--- src/rtl/x_in_pkg.sv ---
// -----------------------------------------------------------------------------
// x_in_pkg
// Shared definitions for the x_in input conditioner: the conditioner state
// encoding and the default debounce / auto-repeat timing constants.
// -----------------------------------------------------------------------------
package x_in_pkg;

  // Conditioner state encoding (also exposed on the state debug port).
  localparam logic [1:0] IDLE         = 2'b00;
  localparam logic [1:0] PRESS_WAIT   = 2'b01;
  localparam logic [1:0] HELD         = 2'b10;
  localparam logic [1:0] RELEASE_WAIT = 2'b11;

  // Default timing.
  localparam int DEBOUNCE_CYCLES_DEF = 4;  // equal samples to accept a change
  localparam int REPEAT_CYCLES_DEF   = 8;  // auto-repeat period while held

endpackage

--- src/rtl/sync_2ff.sv ---
// -----------------------------------------------------------------------------
// sync_2ff
// Two-flop synchroniser for a single asynchronous level: d -> s1 -> q.
// Ports:
//   clk  - destination clock, rising edge
//   rst  - asynchronous active-high reset, clears both flops
//   d    - asynchronous input level
//   q    - level synchronised to clk (two cycles of latency)
// -----------------------------------------------------------------------------
module sync_2ff (
  input  logic clk,
  input  logic rst,
  input  logic d,
  output logic q
);

  logic s1;  // first stage; may go metastable, never used outside this module

  // NOTE: clocked state uses non-blocking assignments so both stages sample
  // their inputs from before the edge; blocking here would collapse s1 and q
  // into a single flop.
  always_ff @(posedge clk or posedge rst) begin
    if (rst) begin
      s1 <= 1'b0;
      q  <= 1'b0;
    end else begin
      s1 <= d;
      q  <= s1;
    end
  end

endmodule

--- src/rtl/x_in_conditioner.sv ---
// -----------------------------------------------------------------------------
// x_in_conditioner
// Input conditioner for a raw pushbutton feeding the x_in pulse-counting FSM.
// Synchronises raw_in, debounces it with a consecutive-sample counter and
// emits one single-cycle x_out pulse per accepted press.
//
// Optional feature: define AUTO_REPEAT_EN to emit additional x_out pulses every
// REPEAT_CYCLES cycles while the button stays held.
//
// Parameters:
//   DEBOUNCE_CYCLES - equal synchronised samples to accept a change (2..65535)
//   REPEAT_CYCLES   - auto-repeat period in cycles (>= 2, AUTO_REPEAT_EN only)
// Ports:
//   clk     - system clock, rising edge
//   rst     - asynchronous active-high reset
//   raw_in  - unsynchronised button level
//   x_out   - one-cycle pulse per accepted press (drives downstream x_in)
//   x_level - debounced button level
//   state   - current conditioner state (debug)
// -----------------------------------------------------------------------------
module x_in_conditioner
  import x_in_pkg::*;
#(
  parameter int DEBOUNCE_CYCLES = DEBOUNCE_CYCLES_DEF,
  parameter int REPEAT_CYCLES   = REPEAT_CYCLES_DEF
) (
  input  logic       clk,
  input  logic       rst,
  input  logic       raw_in,
  output logic       x_out,
  output logic       x_level,
  output logic [1:0] state
);

  localparam int             CNT_W   = $clog2(DEBOUNCE_CYCLES) + 1;
  localparam logic [CNT_W-1:0] CNT_MAX = CNT_W'(DEBOUNCE_CYCLES - 1);
  localparam logic [CNT_W-1:0] CNT_ONE = CNT_W'(1);

  // Reject illegal parameter sets at elaboration.
  if (DEBOUNCE_CYCLES < 2 || DEBOUNCE_CYCLES > 65535 || REPEAT_CYCLES < 2) begin : g_bad_param
    $error("x_in_conditioner: DEBOUNCE_CYCLES or REPEAT_CYCLES out of range");
  end

  logic             s;
  logic [CNT_W-1:0] cnt, cnt_d;
  logic [1:0]       state_d;
  logic             x_level_d;
  logic             press_pulse;
  logic             pulse_d;

  sync_2ff u_sync (
    .clk (clk),
    .rst (rst),
    .d   (raw_in),
    .q   (s)
  );

  // Debounce FSM next-state logic. The counter counts consecutive samples
  // that agree with the pending level and saturates at CNT_MAX by construction
  // (reaching it always moves the FSM on and clears it).
  always_comb begin
    // NOTE: every output of this block gets a default first; without it any
    // path that skips an assignment would infer a latch.
    state_d     = state;
    cnt_d       = cnt;
    x_level_d   = x_level;
    press_pulse = 1'b0;
    case (state)
      IDLE: begin
        if (s) begin
          state_d = PRESS_WAIT;
          cnt_d   = CNT_ONE;
        end else begin
          cnt_d   = '0;
        end
      end
      PRESS_WAIT: begin
        if (!s) begin
          state_d = IDLE;            // bounce: drop back without a pulse
          cnt_d   = '0;
        end else if (cnt == CNT_MAX) begin
          state_d     = HELD;
          x_level_d   = 1'b1;
          press_pulse = 1'b1;
          cnt_d       = '0;
        end else begin
          cnt_d = cnt + CNT_ONE;
        end
      end
      HELD: begin
        if (!s) begin
          state_d = RELEASE_WAIT;
          cnt_d   = CNT_ONE;
        end
      end
      RELEASE_WAIT: begin
        if (s) begin
          state_d = HELD;            // release bounce: still held, no new pulse
          cnt_d   = '0;
        end else if (cnt == CNT_MAX) begin
          state_d   = IDLE;
          x_level_d = 1'b0;
          cnt_d     = '0;
        end else begin
          cnt_d = cnt + CNT_ONE;
        end
      end
      default: begin
        state_d   = IDLE;
        cnt_d     = '0;
        x_level_d = 1'b0;
      end
    endcase
  end

`ifdef AUTO_REPEAT_EN
  localparam int             RPT_W   = $clog2(REPEAT_CYCLES) + 1;
  localparam logic [RPT_W-1:0] RPT_MAX = RPT_W'(REPEAT_CYCLES - 1);

  logic [RPT_W-1:0] rpt_cnt, rpt_cnt_d;
  logic             rpt_fire;

  // The repeat counter only runs while staying in HELD, so it is cleared both
  // on the edge that enters HELD and on the edge that leaves it.
  always_comb begin
    rpt_cnt_d = '0;
    rpt_fire  = 1'b0;
    if (state == HELD && state_d == HELD) begin
      if (rpt_cnt == RPT_MAX) begin
        rpt_fire = 1'b1;
      end else begin
        rpt_cnt_d = rpt_cnt + RPT_W'(1);
      end
    end
  end

  always_ff @(posedge clk or posedge rst) begin
    if (rst) rpt_cnt <= '0;
    else     rpt_cnt <= rpt_cnt_d;
  end

  assign pulse_d = press_pulse | rpt_fire;
`else
  assign pulse_d = press_pulse;
`endif

  // x_out defaults low each cycle, so it is high for exactly one cycle unless
  // a new pulse is requested on the following edge.
  always_ff @(posedge clk or posedge rst) begin
    if (rst) begin
      state   <= IDLE;
      cnt     <= '0;
      x_level <= 1'b0;
      x_out   <= 1'b0;
    end else begin
      state   <= state_d;
      cnt     <= cnt_d;
      x_level <= x_level_d;
      x_out   <= pulse_d;
    end
  end

endmodule

--- config.mk ---
export PLATFORM = sky130hd
export DESIGN_NAME = x_in_conditioner
export DESIGN_NICKNAME = d
export VERILOG_FILES = /design/src/rtl/x_in_pkg.sv /design/src/rtl/sync_2ff.sv /design/src/rtl/x_in_conditioner.sv
export SDC_FILE = /design/constraint.sdc
export NUM_CORES = 1
export LEC_CHECK = 0
export BUFFER_PORTS_ARGS = -buffer_cell sky130_fd_sc_hd__buf_2
export CAP_MARGIN = 20
export CORE_AREA = 2 2 39 41
export CTS_BUF_LIST = sky130_fd_sc_hd__clkbuf_8
export DETAILED_ROUTE_END_ITERATION = 7
export DIE_AREA = 0 0 41 43
export HOLD_SLACK_MARGIN = 0.08
export SYNTH_ARGS = -nofsm -noshare
export SYNTH_HDL_FRONTEND = slang
export SYNTH_SLANG_ARGS = --single-unit
--- constraint.sdc ---
create_clock -name clk -period 1.05 [get_ports clk]
set_input_delay 0.0525 -clock clk [delete_from_list [all_inputs] [get_ports clk]]
set_output_delay 0.0525 -clock clk [all_outputs]
set_load 0.005 [all_outputs]
# Yosys cells after proc, flatten, opt, wreduce, memory -nomap -nowiden
# Cells that the tools add are included.
[totals]
rom_bits = 0
latchBits = 0
in_bits = 3
ramBits = 0
mem_count = 0
regBits = 9
output_inout_bits = 4
elab_cells = 44
[classes]
n_addsub = 1
bitwise = 0
n_lt_le_gt_ge = 0
shifts = 0
n_reduce_logical = 4
n_eq_ne = 12
n_mul = 0
muxes = 21
div_mod_pow = 0
[ops]
columns = ["op", "n"]
rows = [
  ["$mux 2", 6],
  ["$mux 3", 4],
  ["$pmux 3 s4", 1],
  ["$mux 1", 8],
  ["$ne 2x2->1 const B", 4],
  ["$pmux 2 s4", 1],
  ["$reduce_and 5->1", 1],
  ["$eq 2x2->1 const B", 2],
  ["$ne 2x1->1 const B", 2],
  ["$reduce_and 4->1", 1],
  ["$add 3x1->3 const B", 1],
  ["$eq 3x2->1 const B", 1],
  ["$ne 3x2->1 const B", 1],
  ["$ne 3x3->1 const B", 1],
  ["$eq 2x1->1 const B", 1],
  ["$logic_not 2->1", 1],
  ["$pmux 1 s2", 1],
  ["$reduce_bool 2->1", 1],
]

# Longest topological paths before layout
# Gate-level depths: netlist (run 1).
[logic_depth]
word_depth = 4
depth_mapped = 4
depth_no_buf = 4

# Hierarchy
# From an unflattened synthesis (run 1), not the netlist that was laid out.
[unflattened]
cells_unflattened = 35
hier_area_um2 = 395.4
[modules_own_cells]
columns = ["module", "area_each_um2", "cells_per_inst", "seq_area_each_um2", "n_inst"]
rows = [
  ["x_in_conditioner", 341.6, 32, 175.2, 1],
  ["sync_2ff", 53.8, 3, 50.0, 1],
]

# Worst setup path before layout (run 1)
# Ideal clock, no wire load.
[synth_timing]
path_type = "register to register"
from = "reg cnt[0]"
to = "reg x_level"
t_arrival_ps = 966
path_stages_with_launch = 5
synth_period_minus_slack_ps = 1097
n_path_buf = 0
setup_slack_ps = -47
cell_sequence = "dfrtp_1 -> ha_1 -> and3b_1 -> a21oi_1 -> o21ai_0"
[synth_between]
elab_chain_len = 3
elab_cells_between_ends = 4
cone_classes = "eq/ne (3); reduce/logical (1)"
[synth_rtl]
columns = ["element", "line", "text"]
rows = [
  ["start: declaration", "x_in_conditioner.sv:45", "logic [CNT_W-1:0] cnt, cnt_d;"],
  ["start signal: assignment", "x_in_conditioner.sv:157", "cnt <= cnt_d;"],
  ["$eq 3x2->1 *", "x_in_conditioner.sv:81, x_in_conditioner.sv:100", ""],
  ["$ne 2x2->1 (no line)", "--", ""],
  ["$reduce_and 5->1 (no line) *", "--", ""],
  ["end signal: assignment", "x_in_conditioner.sv:158", "x_level <= x_level_d;"],
  ["end: declaration", "x_in_conditioner.sv:31", "output logic x_level,"],
]
# Every way passes the cells marked *; elsewhere a longest branch is shown, timed or not.
# A chain may end at the register's enable or synchronous reset.

# Worst setup path in the final report (run 1)
# Same ends and word-level chain as after synthesis.

==> metrics list, run 1 <==
* Detailed Place HPWL: between 400 and 500 um
- Layout fillers: 144
- Global routing used 9.52% of the available tracks.
* Required arrival time at the worst endpoint: 1170 ps
- Tmin final: 1080 ps
* Count of H-tree levels built during CTS: 1
* Summed negative setup slack over all endpoints: -45.9 ps
* Fraction of final layout cells sized beyond drive strength 1: 32.7%
- Compared with the post-synthesis result, the final layout area differs by 37.7%.
- Outcome: finished, violations left
* Routability congestion estimate: about 0.7
- Summed over all layers, the routed wires come to 619 um.
- Using the TritonRoute via totals, the vias-per-cell ratio works out to between 4 and 5.
- Core Area: 1380 sq um
* Top fanout value on the critical path: 4
- Yosys printed 0 warnings.
* Vias: 280
- The signal on the critical path passes through ha_2, and3b_1, a21oi_2, o21ai_1.
- Entering global routing, the biggest net connects 10 pins.
- Clock-pin slew was measured on the worst setup and hold paths at 40 ps.
- The final reports fail on negative setup slack.
- From left edge to right edge, the die measures 41 um.
* Placed insts: 59
- Setup violations remaining at the end of the flow were counted as 2.
- Number of top-level pins: 7
- Dividing the detail-routed wire length by the instance count gives 9.52 um.
* Number of standard-cell rows in the floorplan: 14
- Buffers inserted during clock tree synthesis total 3.
* Data arrival time at the worst-slack endpoint: 1200 ps
* Post-synthesis sequential element count: 9
- Synthesized netlist net count: 39
- For this run, design rule violations remaining after detail routing come to 0.
- STA classifies the critical path startpoint as a flop.
- Leakage Power: 0.245 nW
- The average instance in the mapped netlist occupies 10.6 sq um.
- Crit path launch: cnt[0]$_DFFE_PP0P_
- First-pass GRT wire length: around 1000 um
- After global routing the overflow that remains totals 0.
- Dividing the final minimum period by the clock period gives 103%.
* Initial core utilization: a little over a quarter
* Sequential-to-total area share from yosys stat: 60.6%
- VDD sags by at most 0.831 mV.
* Category of the critical setup timing path: reg -> reg
* Max-Cap Viols: 0
- TritonCTS clock tree: yes
- Min Hold Slack: 314 ps
- Setup repair after global routing missed its margin: yes
- Clock sink count: 9
- In this run the worst hold path is classified as in -> async.
- Power Dens Cells: 2400 nW/um^2
- The number of global-route vias before repair is 239.
* Die height: 43 um
- Slowest library cell on the worst path: sky130_fd_sc_hd__dfrtp_1
- Static timing analysis puts the maximum clock frequency at ~0.93 GHz.
- In the synthesized netlist, the number of instances is 35.
* DRT Pass-1 Iters: 1
- In this run the cell area of the synthesized design comes to between 300 and 400 sq um.
* Maximum clock skew at final layout: 2.82 ps
- Root cell of the clock tree: sky130_fd_sc_hd__clkbuf_8
- Once detail routing completed, the nets flagged for antenna violations numbered 0.
- Die area: 1760 sq um
- Distinct cell type count after synthesis: 15
- Launching point of the worst reg2reg path: cnt[0]$_DFFE_PP0P_
- The detailed router finished its first iteration with 0 violations.
- Once routing completed, OpenROAD measured the worst setup slack at -27.3 ps.
- Actual transition at the worst max-transition pin: 339 ps
- Relative max-transition margin: 77.4%
- Port buffering added 6 buffers.
* Count of non-filler cells in the finished layout: 65
* Reg2reg setup slack: -30 ps
- CTS max path bufs: 2
* Hold Fails Final Rpt: 0
* Count of final max-slew check failures: 0
- Diode insertion count for antenna repair: 0
- The initial antenna violation count is 0.
- In the final design database the tool counted 54 nets.
- Worst skew pair latency: 230 ps
* Sort of element at the end of the critical path: flop
- Stage delay of the slowest cell on the critical path: 380 ps
## per-stage QoR
step / setup WS, ps / power, mW / cell area, sq um / utilization [%]
detailed placement: -37.9 / 0.825 / 439 / 31.7
finish: -27.3 / 1.23 / 512 / 37.0
floorplan: 17.1 / 0.683 / 374 / -
global placement: -14.6 / 0.813 / 439 / 31.7
CTS: -37.8 / 1.23 / 504 / 36.4
global route: -98.0 / 1.32 / 512 / 37.0
## Yosys cell counts
| cell | instances | area (sq um) |
|---|---|---|
| sky130_fd_sc_hd__a21oi_1 | 1 | 5.00 |
| sky130_fd_sc_hd__nand3b_1 | 1 | 7.51 |
| sky130_fd_sc_hd__inv_1 | 2 | 7.51 |
| sky130_fd_sc_hd__xor2_1 | 1 | 8.76 |
| sky130_fd_sc_hd__o2bb2ai_1 | 2 | 17.5 |
| sky130_fd_sc_hd__and2_2 | 1 | 7.51 |
| sky130_fd_sc_hd__and3b_1 | 1 | 8.76 |
| sky130_fd_sc_hd__o21ai_0 | 3 | 15.0 |
| sky130_fd_sc_hd__dfrtp_1 | 9 | 225 |
| sky130_fd_sc_hd__o21a_1 | 1 | 7.51 |
| sky130_fd_sc_hd__nand2_1 | 6 | 22.5 |
| sky130_fd_sc_hd__nor2b_1 | 1 | 6.26 |
| sky130_fd_sc_hd__ha_1 | 1 | 12.5 |
| sky130_fd_sc_hd__nor3_1 | 1 | 5.00 |
| sky130_fd_sc_hd__nor2_1 | 4 | 15.0 |
## worst max-delay path: cells and delay by family, from the launching register on
family | cells | cell delay [ps]
AO/OA/AOI/OAI | 2 | 180
adder cells (fa/ha/maj) | 1 | 200
flip-flops | 1 | 380
AND/OR/NAND/NOR | 1 | 200
## layout by cell type (no fill, tap or decap), types with 2 or more instances in the layout
cell | synthesis | final
sky130_fd_sc_hd__o21ai_1 | 0 | 2
sky130_fd_sc_hd__dlygate4sd3_1 | 0 | 2
sky130_fd_sc_hd__dfrtp_2 | 0 | 2
sky130_fd_sc_hd__dfrtp_1 | 9 | 7
sky130_fd_sc_hd__clkbuf_8 | 0 | 3
sky130_fd_sc_hd__nand2_1 | 6 | 6
sky130_fd_sc_hd__inv_1 | 2 | 3
sky130_fd_sc_hd__buf_2 | 0 | 6
sky130_fd_sc_hd__nor2_1 | 4 | 4
sky130_fd_sc_hd__buf_4 | 0 | 2
sky130_fd_sc_hd__o2bb2ai_1 | 2 | 2
## cell families (layout without fill, tap and decap cells)
group	count (synthesis)	after routing	share of synthesized area [%]
and+or+nand+nor	15	15	19.5
adders and majority gates	1	1	3.37
buffers and inverters	2	16	2.02
AOI/OAI and AO/OA	7	7	12.1
xor gates and xnor gates	1	1	2.36
DFF	9	9	60.6
## power by group
part / internal [mW] / leakage (nW) / switching (mW)
Combinational: 0.184 / 0.110 / 0.134
Sequential: 0.431 / 0.108 / 0.0875
Clock: 0.254 / 0.0269 / 0.137
Total: 0.870 / 0.245 / 0.358
## cell type report
class,count,area [sq um],area share (%)
Sequential cell,9,228,44.5
Multi-Input combinational cell,24,146,28.6
Timing Repair Buffer,10,65.1,12.7
Clock buffer,3,41.3,8.07
Tap cell,16,20.0,3.91
Inverter,2,7.51,1.47
Clock inverter,1,3.75,0.733
## metal layers
layer / GRT usage [%] / part of all wire (%)
met5: 0 / 0
met4: 6.00 / 3.4
met3: 7.85 / 7.9
met2: 11.6 / 40
met1: 10.9 / 49
## timing repair
item | CTS | global route
pin swaps | 1 | 1
setup buffers | 0 | 0
hold buffers | 2 | 0
resized for setup | 0 | 5
endpoints found under the hold margin | 10 | 0
endpoints found under the setup margin | 2 | 7
## worst paths after layout
kind / endpoint / cells past startpoint
setup / recovery: x_level$_DFFE_PP0P_ / 4
hold / removal: x_out$_DFF_PP0_ / 3
setup reg to reg: x_level$_DFFE_PP0P_ / 4
hold reg to reg: u_sync.q$_DFF_PP0_ / 0
max in group asynchronous: u_sync.q$_DFF_PP0_ / 3
min in group clk: u_sync.q$_DFF_PP0_ / 0
(Power assumes the default switching activity.)
==> run 2, diff against run 1 <==
--- a/config.mk
+++ b/config.mk
@@ -5,6 +5,7 @@
 export SDC_FILE = /design/constraint.sdc
 export NUM_CORES = 1
 export LEC_CHECK = 0
+export ABC_AREA = 1
 export BUFFER_PORTS_ARGS = -buffer_cell sky130_fd_sc_hd__buf_2
 export CAP_MARGIN = 20
 export CORE_AREA = 2 2 39 41
==> constraint.sdc (replaced) <==
create_clock -name clk -period 1.05 [get_ports clk]
set_input_delay 0.0525 -clock clk [delete_from_list [all_inputs] [get_ports clk]]
set_output_delay 0.0525 -clock clk [all_outputs]
set_load 0.01 [all_outputs]
==> run 2 against run 1 <==
Compared with the run above: final cell count is 17% higher; clock-buffer cell count stayed put; worst hold slack better by 3.3 ps; the run still ends with negative setup slack left; fmax is 1.9% higher; register-to-register slack better by 20 ps; setup slack better by 20 ps; area after synthesis is 9.1% higher; highest routed layer unchanged.
==> metrics list, run 2 <==
- For this run, the leading register cell type out of synthesis is sky130_fd_sc_hd__dfrtp_1.
- Die area: 1760 sq um
- The min-delay analysis places its worst path in the category in -> async.
- Distinct cell type count after synthesis: 11
- Width of the die: between 40 and 50 um
- Clock tree synthesis selected as its root buffer the cell sky130_fd_sc_hd__clkbuf_8.
* Commonest cells after routing, fill and taps aside: 10 x sky130_fd_sc_hd__inv_1, 9 x sky130_fd_sc_hd__nand2_1, 9 x sky130_fd_sc_hd__dfrtp_1
* Library cell occupying the most area in the post-synthesis netlist: sky130_fd_sc_hd__dfrtp_1
- Sequential-to-total area share from yosys stat: between 50 and 60%
- The worst pin sits at a relative slew slack of 77.3%.
* Most common cell after layout, fill and taps aside: sky130_fd_sc_hd__inv_1
* Clk slew on worst S/H paths: 50 ps
- Each instance of the synthesized netlist takes up on average approximately 8.8 sq um.
* Leading post-synthesis cells by cell area: sky130_fd_sc_hd__dfrtp_1 56%, sky130_fd_sc_hd__inv_1 9.3%, sky130_fd_sc_hd__nand2_1 9.3%, sky130_fd_sc_hd__nand4_1 4.6%, sky130_fd_sc_hd__nor2_2 4.6%
- The cell area that synthesis handed to floorplanning was 405 sq um.
- Min Hold Slack: between 300 and 400 ps
- Sort of element at the end of the critical path: flop
- Clock sink count: 9
- The worst-case IR drop observed on VDD is 0.963 mV.
* Number of antenna violations at the first check in global routing: 0
* Max-Cap Viols: 0
* Data arrival time at the worst-slack endpoint: 1180 ps
- Count of final max-slew check failures: 0
* Stage delay of the slowest cell on the critical path: 350 ps
* Required arrival time at the worst endpoint: 1170 ps
* DR iter-0 viols: 5
* Pin count of the biggest net entering global routing: 10
- Slowest library cell on the worst path: sky130_fd_sc_hd__dfrtp_1
- The signal on the critical path passes through ha_2, inv_2, nor2_4, nand2_2, nand2_2, a21boi_2.
- The number of buffers and inverters on the critical path is 1.
* Vias in the first global route: 300
* Power Dens Cells: ~2500 nW/um^2
- Setup repair after global routing missed its margin: yes
- Power comes to 1.37 mW.
- In this run the core area contains 14 standard-cell rows.
- The critical path is of the reg -> reg type.
- Number of warning messages in the yosys log: 0
- The post-route netlist has 33.3% of its cells at a drive strength greater than 1.
- TritonCTS clock tree: yes
* Crit. path cell count: 6
- OpenSTA, run right after detailed placement, puts the worst setup slack at -62.6 ps.
* Routability congestion estimate: 0.623
* Die height: 43 um
- DRC violation count after routing: 0
- Setup violations remaining at the end of the flow were counted as 1.
* Achievable Freq: 0.946 GHz
- Detailed Place HPWL: 543 um
* Count of flip-flops with a built-in enable after synthesis: 0
- Maximum clock skew at final layout: 2.70 ps
- The count of nets left with antenna violations once routing finished came out at 0.
- Wirelength per Cell: 9.32 um
- Core Area: 1380 sq um
* Top fanout value on the critical path: 4
* First-pass GRT wire length: approximately 1200 um
- Actual transition at the worst max-transition pin: ~340 ps
- Share of the core filled with cells: 39.4%
- Number of nets at the end of the flow: 65
* Number of top-level pins: 7
- Counting flops with an async set or reset pin after synthesis yields a share of 100%.
- After detailed routing, the number of vias per cell comes to 4.24.
* Number of buffers inserted during clock tree synthesis: 3
* Summed negative setup slack over all endpoints: -7.00 ps
- Synthesis inferred 9 register bits.
* Total grt overflow: 0
- Global routing consumed, over all layers together, around 11% of the routing resources.
- The detailed router placed approximately 320 vias in this run.
* Top-area cell type share of the netlist area: between 50% and 60%
- Synthesized netlist net count: 50
- For the worst-skew pair, the clock arrives at the later sink with an insertion delay of 230 ps.
- Count of H-tree levels built during CTS: 1
* Cell mode on critical path: sky130_fd_sc_hd__nand2_2
- The first detailed-routing pass ran for 4 iterations.
- Leakage Power: 0.297 nW
* Tmin final: between 1000 and 1500 ps
- The number of cells on the worst reg-to-reg path is 6.
- Summed over all layers, the routed wires come to 708 um.
- Portion of the clock cycle consumed by the worst path in the final layout: 101%
- Initial core utilization: 29.3%
- In this design, the largest share of critical-path delay is due to flip-flops.
* Outcome: finished, violations left
- Relative to the synthesized area, the layout overhead comes to 34.6%.
* CTS max path bufs: 2
* Input/output buffers: 6
- In the post-route analysis, the smallest setup slack over all paths is -7.00 ps.
- Setup crit start kind: flop
- The repair_antennas step left the layout with diodes totalling 0.
* Post-synthesis cell count: 46
- Top cell types by occurrence after synthesis: 10 x sky130_fd_sc_hd__inv_1, 10 x sky130_fd_sc_hd__nand2_1, 9 x sky130_fd_sc_hd__dfrtp_1
- The checks that failed: negative setup slack.
* Hold Fails Final Rpt: 0
- Layout fillers: between 100 and 150
run 2: path summary, 6_finish.rpt:
check / from / endpoint / slack (ps)
worst max-delay path: cnt[1]$_DFFE_PP0P_ / cnt[0]$_DFFE_PP0P_ / -7
worst min-delay path: rst / u_sync.s1$_DFF_PP0_ / 320
worst max register to register: cnt[1]$_DFFE_PP0P_ / cnt[0]$_DFFE_PP0P_ / -7
worst min register to register: u_sync.s1$_DFF_PP0_ / u_sync.q$_DFF_PP0_ / 350
max in group asynchronous: rst / cnt[0]$_DFFE_PP0P_ / 480
min in group clk: u_sync.s1$_DFF_PP0_ / u_sync.q$_DFF_PP0_ / 350
run 2: cell families (layout without fill, tap and decap cells):
group | Yosys count | after routing | synth area share [%]
simple gates | 24 | 24 | 28.1
buf+inv | 10 | 24 | 9.26
flops | 9 | 9 | 55.6
compound gates | 2 | 2 | 4.01
fa+ha+maj | 1 | 1 | 3.09
run 2: worst register-to-register path, delay by kind of cell (launching register included):
| kind | cells | cell delay, ps |
|---|---|---|
| buffers and inverters | 1 | 50 |
| adder cells (fa/ha/maj) | 1 | 190 |
| AND/OR/NAND/NOR | 3 | 310 |
| flip-flops | 1 | 350 |
| AO/OA/AOI/OAI | 1 | 50 |
run 2: repair_timing:
action,CTS,global route
pin swaps,0,2
setup buffers,0,1
resized for setup,4,1
hold endpoints to repair,10,0
hold buffers,2,0
endpoints found under the setup margin,4,6
run 2: metal layers:
layer  share of wire [%]  track usage, %  up-vias  routed length, um
met5                   0               0        -                  0
met4                 3.5            8.00        0                 25
met3                 3.4            4.71        2                 24
met2                  45            14.4        6                316
met1                  48            14.5      147                342
li1                    -               -      167                  -
run 2: final cells by class:
cell class | instances | area (sq um) | share of cell area, %
Clock buffer | 3 | 41.3 | 7.57
Tap cell | 16 | 20.0 | 3.67
Timing Repair Buffer | 10 | 65.1 | 11.9
Multi-Input combinational cell | 27 | 153 | 28.0
Sequential cell | 9 | 225 | 41.3
Clock inverter | 1 | 3.75 | 0.688
Inverter | 10 | 37.5 | 6.88
run 2: through the flow:
step                cells  instance area [sq um]
floorplan              46                    405
global placement       69                    463
detailed placement     69                    463
CTS                    75                    538
global route           76                    546
finish                 76                    546
run 2: where the power goes:
part / leakage, nW / total (mW) / switching (mW) / internal, mW
Sequential: 0.114 / 0.551 / 0.107 / 0.445
Clock: 0.0269 / 0.394 / 0.139 / 0.255
Combinational: 0.157 / 0.422 / 0.215 / 0.208
==> run 3, diff against run 2 <==
--- a/config.mk
+++ b/config.mk
@@ -8,11 +8,14 @@
 export ABC_AREA = 1
 export BUFFER_PORTS_ARGS = -buffer_cell sky130_fd_sc_hd__buf_2
 export CAP_MARGIN = 20
-export CORE_AREA = 2 2 39 41
+export CELL_PAD_IN_SITES_DETAIL_PLACEMENT = 1
+export CELL_PAD_IN_SITES_GLOBAL_PLACEMENT = 2
+export CORE_AREA = 2 2 41 43
 export CTS_BUF_LIST = sky130_fd_sc_hd__clkbuf_8
 export DETAILED_ROUTE_END_ITERATION = 7
-export DIE_AREA = 0 0 41 43
+export DIE_AREA = 0 0 43 45
 export HOLD_SLACK_MARGIN = 0.08
+export PLACE_DENSITY_LB_ADDON = 0.1
 export SYNTH_ARGS = -nofsm -noshare
 export SYNTH_HDL_FRONTEND = slang
 export SYNTH_SLANG_ARGS = --single-unit
==> run 3 against run 2 <==
Compared with the run above: the run still ends with negative setup slack left; clock power about the same; global-route usage down 0.11 points; final cell count unchanged; power up 1.4%; sequential power about the same; fmax down 0.23%; routed wire length up 27%; clock skew down 1.2 ps; combinational power up 3%.
==> metrics list, run 3 (same netlist as run 2, synthesis figures left out) <==
* Initial core utilization: ~28%
- Of all nets on the critical path, the largest fanout is 4.
- The min-delay analysis places its worst path in the category in -> async.
* Clk slew on worst S/H paths: approximately 50 ps
- For this run, the detailed router's first-pass iteration total came to 1.
- Register Area: 225 sq um
- Setup violators final: 1
- Setup repair after global routing could not meet its margin everywhere.
* Count of H-tree levels built during CTS: 1
* Worst vdd rail ir drop: 1.18 mV
* Tmin final: between 1000 and 1500 ps
- Category of the critical setup timing path: reg -> reg
- Number of standard-cell rows in the floorplan: 14
- For this design, the sink count on the clock tree is 9.
* Routability congestion estimate: 0.655
- DRC violation count after routing: 0
* Post-route setup slack: -9.41 ps
* Number of antenna violations at the first check in global routing: 0
* Maximum clock skew at final layout: approximately 1.5 ps
- Summed negative setup slack over all endpoints: -9.41 ps
* Routed wire length: 900 um
- After layout, the worst path uses 101% of the clock period.
* Pin count of the biggest net entering global routing: 10
* Actual transition at the worst max-transition pin: 355 ps
- Antenna Nets Post-Route: 0
* Total area of multi-input combinational cells: 153 sq um
- Count of non-filler cells in the finished layout: 76
- The number of clock buffers added by TritonCTS is 3.
- The number of global-route vias before repair was 351.
- The final reports fail on negative setup slack.
- The tool flagged a number of max-cap violations equal to 0.
- Synthesis-to-layout area growth: 34.6%
- Vias: 342
- TritonCTS built the clock tree.
* Total grt overflow: 0
- Die area: 1940 sq um
* DR iter-0 viols: 0
* Number of top-level pins: 7
- After detailed routing, the average wire length per cell comes to 11.8 um.
- Combined global-route utilization of all metal layers: 11.1%
- Summing internal, switching and leakage power gives 1.39 mW.
- Placed insts: between 60 and 70
* Outcome: finished, violations left
- CTS placed an instance of sky130_fd_sc_hd__clkbuf_8 at the clock tree root.
* Detailed Place HPWL: 684 um
* First-pass GRT wire length: 1480 um
- Die height: 45 um
- The max-slew violation count was 0.
- The final-report hold violation count was 0.
- The core region is around 1500 sq um.
- At the worst endpoint, the arrival time is 1180 ps.
- The die is 43 um wide.
- The worst setup path is launched from a flop.
* Worst skew pair latency: approximately 230 ps
* Fraction of final layout cells sized beyond drive strength 1: roughly a third
- CTS max path bufs: 2
- Number of nets at the end of the flow: 65
- For this run, the top clock speed supported by timing is roughly 0.94 GHz.
* Via density: 4.50
- Leakage Power: 0.298 nW
- The filler cells instantiated in the layout total 178.
- Commonest cells after routing, fill and taps aside: 9 x sky130_fd_sc_hd__inv_1, 9 x sky130_fd_sc_hd__nand2_1, 9 x sky130_fd_sc_hd__dfrtp_1
- The worst setup path is captured at a flop.
* Power Dens Cells: roughly 2500 nW/um^2
- Diode insertion count for antenna repair: 0
- STA puts the critical path data required time at 1170 ps.
- In this run the tool buffered the top-level ports with 6 buffer cells.
- Relative max-transition margin: between 70% and 80%
[run 3: cell count changes in the layout (fill, tap and decap cells not counted)]
cell	before	now
sky130_fd_sc_hd__inv_1	10	9
sky130_fd_sc_hd__inv_2	1	2
[run 3: per-layer routing]
layer	wire length, um	share of wire [%]	vias up	track usage (%)
li1	-	-	168	-
met1	391	43	164	12.8
met2	456	51	7	17.0
met3	38	4.2	3	4.80
met4	14	1.6	0	7.27
met5	0	0	-	0
[run 3: critical path, cell delays in order, from the launching register on]
cell,delay [ps]
sky130_fd_sc_hd__dfrtp_1,350
sky130_fd_sc_hd__ha_2,190
sky130_fd_sc_hd__inv_2,40
sky130_fd_sc_hd__nor2_4,110
sky130_fd_sc_hd__nand2_2,90
sky130_fd_sc_hd__nand2_2,110
sky130_fd_sc_hd__a21boi_2,50
[run 3: cell type report]
| cell class | instances | area share, % |
|---|---|---|
| well taps | 16 | 3.67 |
| clock buffers | 3 | 7.57 |
| clock inverters | 1 | 0.688 |
| multi-input cells | 27 | 28.0 |
| flip-flops and latches | 9 | 41.3 |
| inverters | 10 | 6.88 |
| repair buffers | 10 | 11.9 |
[run 3: final timing paths]
path                       slack [ps]                start  cells past startpoint            endpoint
hold / removal                    330                  rst                      3  cnt[1]$_DFFE_PP0P_
setup / recovery                   -9   cnt[1]$_DFFE_PP0P_                      6  cnt[0]$_DFFE_PP0P_
max in group asynchronous         470                  rst                      3           async pin
min in group clk                  350  u_sync.s1$_DFF_PP0_                      0  u_sync.q$_DFF_PP0_
hold reg to reg                   350  u_sync.s1$_DFF_PP0_                      0  u_sync.q$_DFF_PP0_
setup reg to reg                   -9   cnt[1]$_DFFE_PP0P_                      6  cnt[0]$_DFFE_PP0P_
[run 3: repair_timing]
action | 4_1_cts | 5_1_grt
gates resized for setup | 4 | 2
pin swaps | 1 | 1
setup buffers | 0 | 1
setup endpoints to repair | 4 | 6
cloned | 0 | 0
hold endpoints to repair | 10 | 0
hold buffers | 2 | 0
[run 3: power breakdown]
| part | switching, mW | internal [mW] |
|---|---|---|
| clock | 0.142 | 0.255 |
| combinational | 0.230 | 0.206 |
| sequential | 0.110 | 0.444 |
[run 3: metrics by stage]
step	instance area (sq um)	hold slack, ps	setup slack, ps	util, %
2_1_floorplan	405	-120	36.6	-
4_1_cts	538	335	-6.97	36.6
3_5_place_dp	463	36.4	-53.3	31.5
6_report	546	325	-9.41	37.1
5_1_grt	546	353	-60.8	37.1
3_3_place_gp	463	22.6	-46.8	31.5
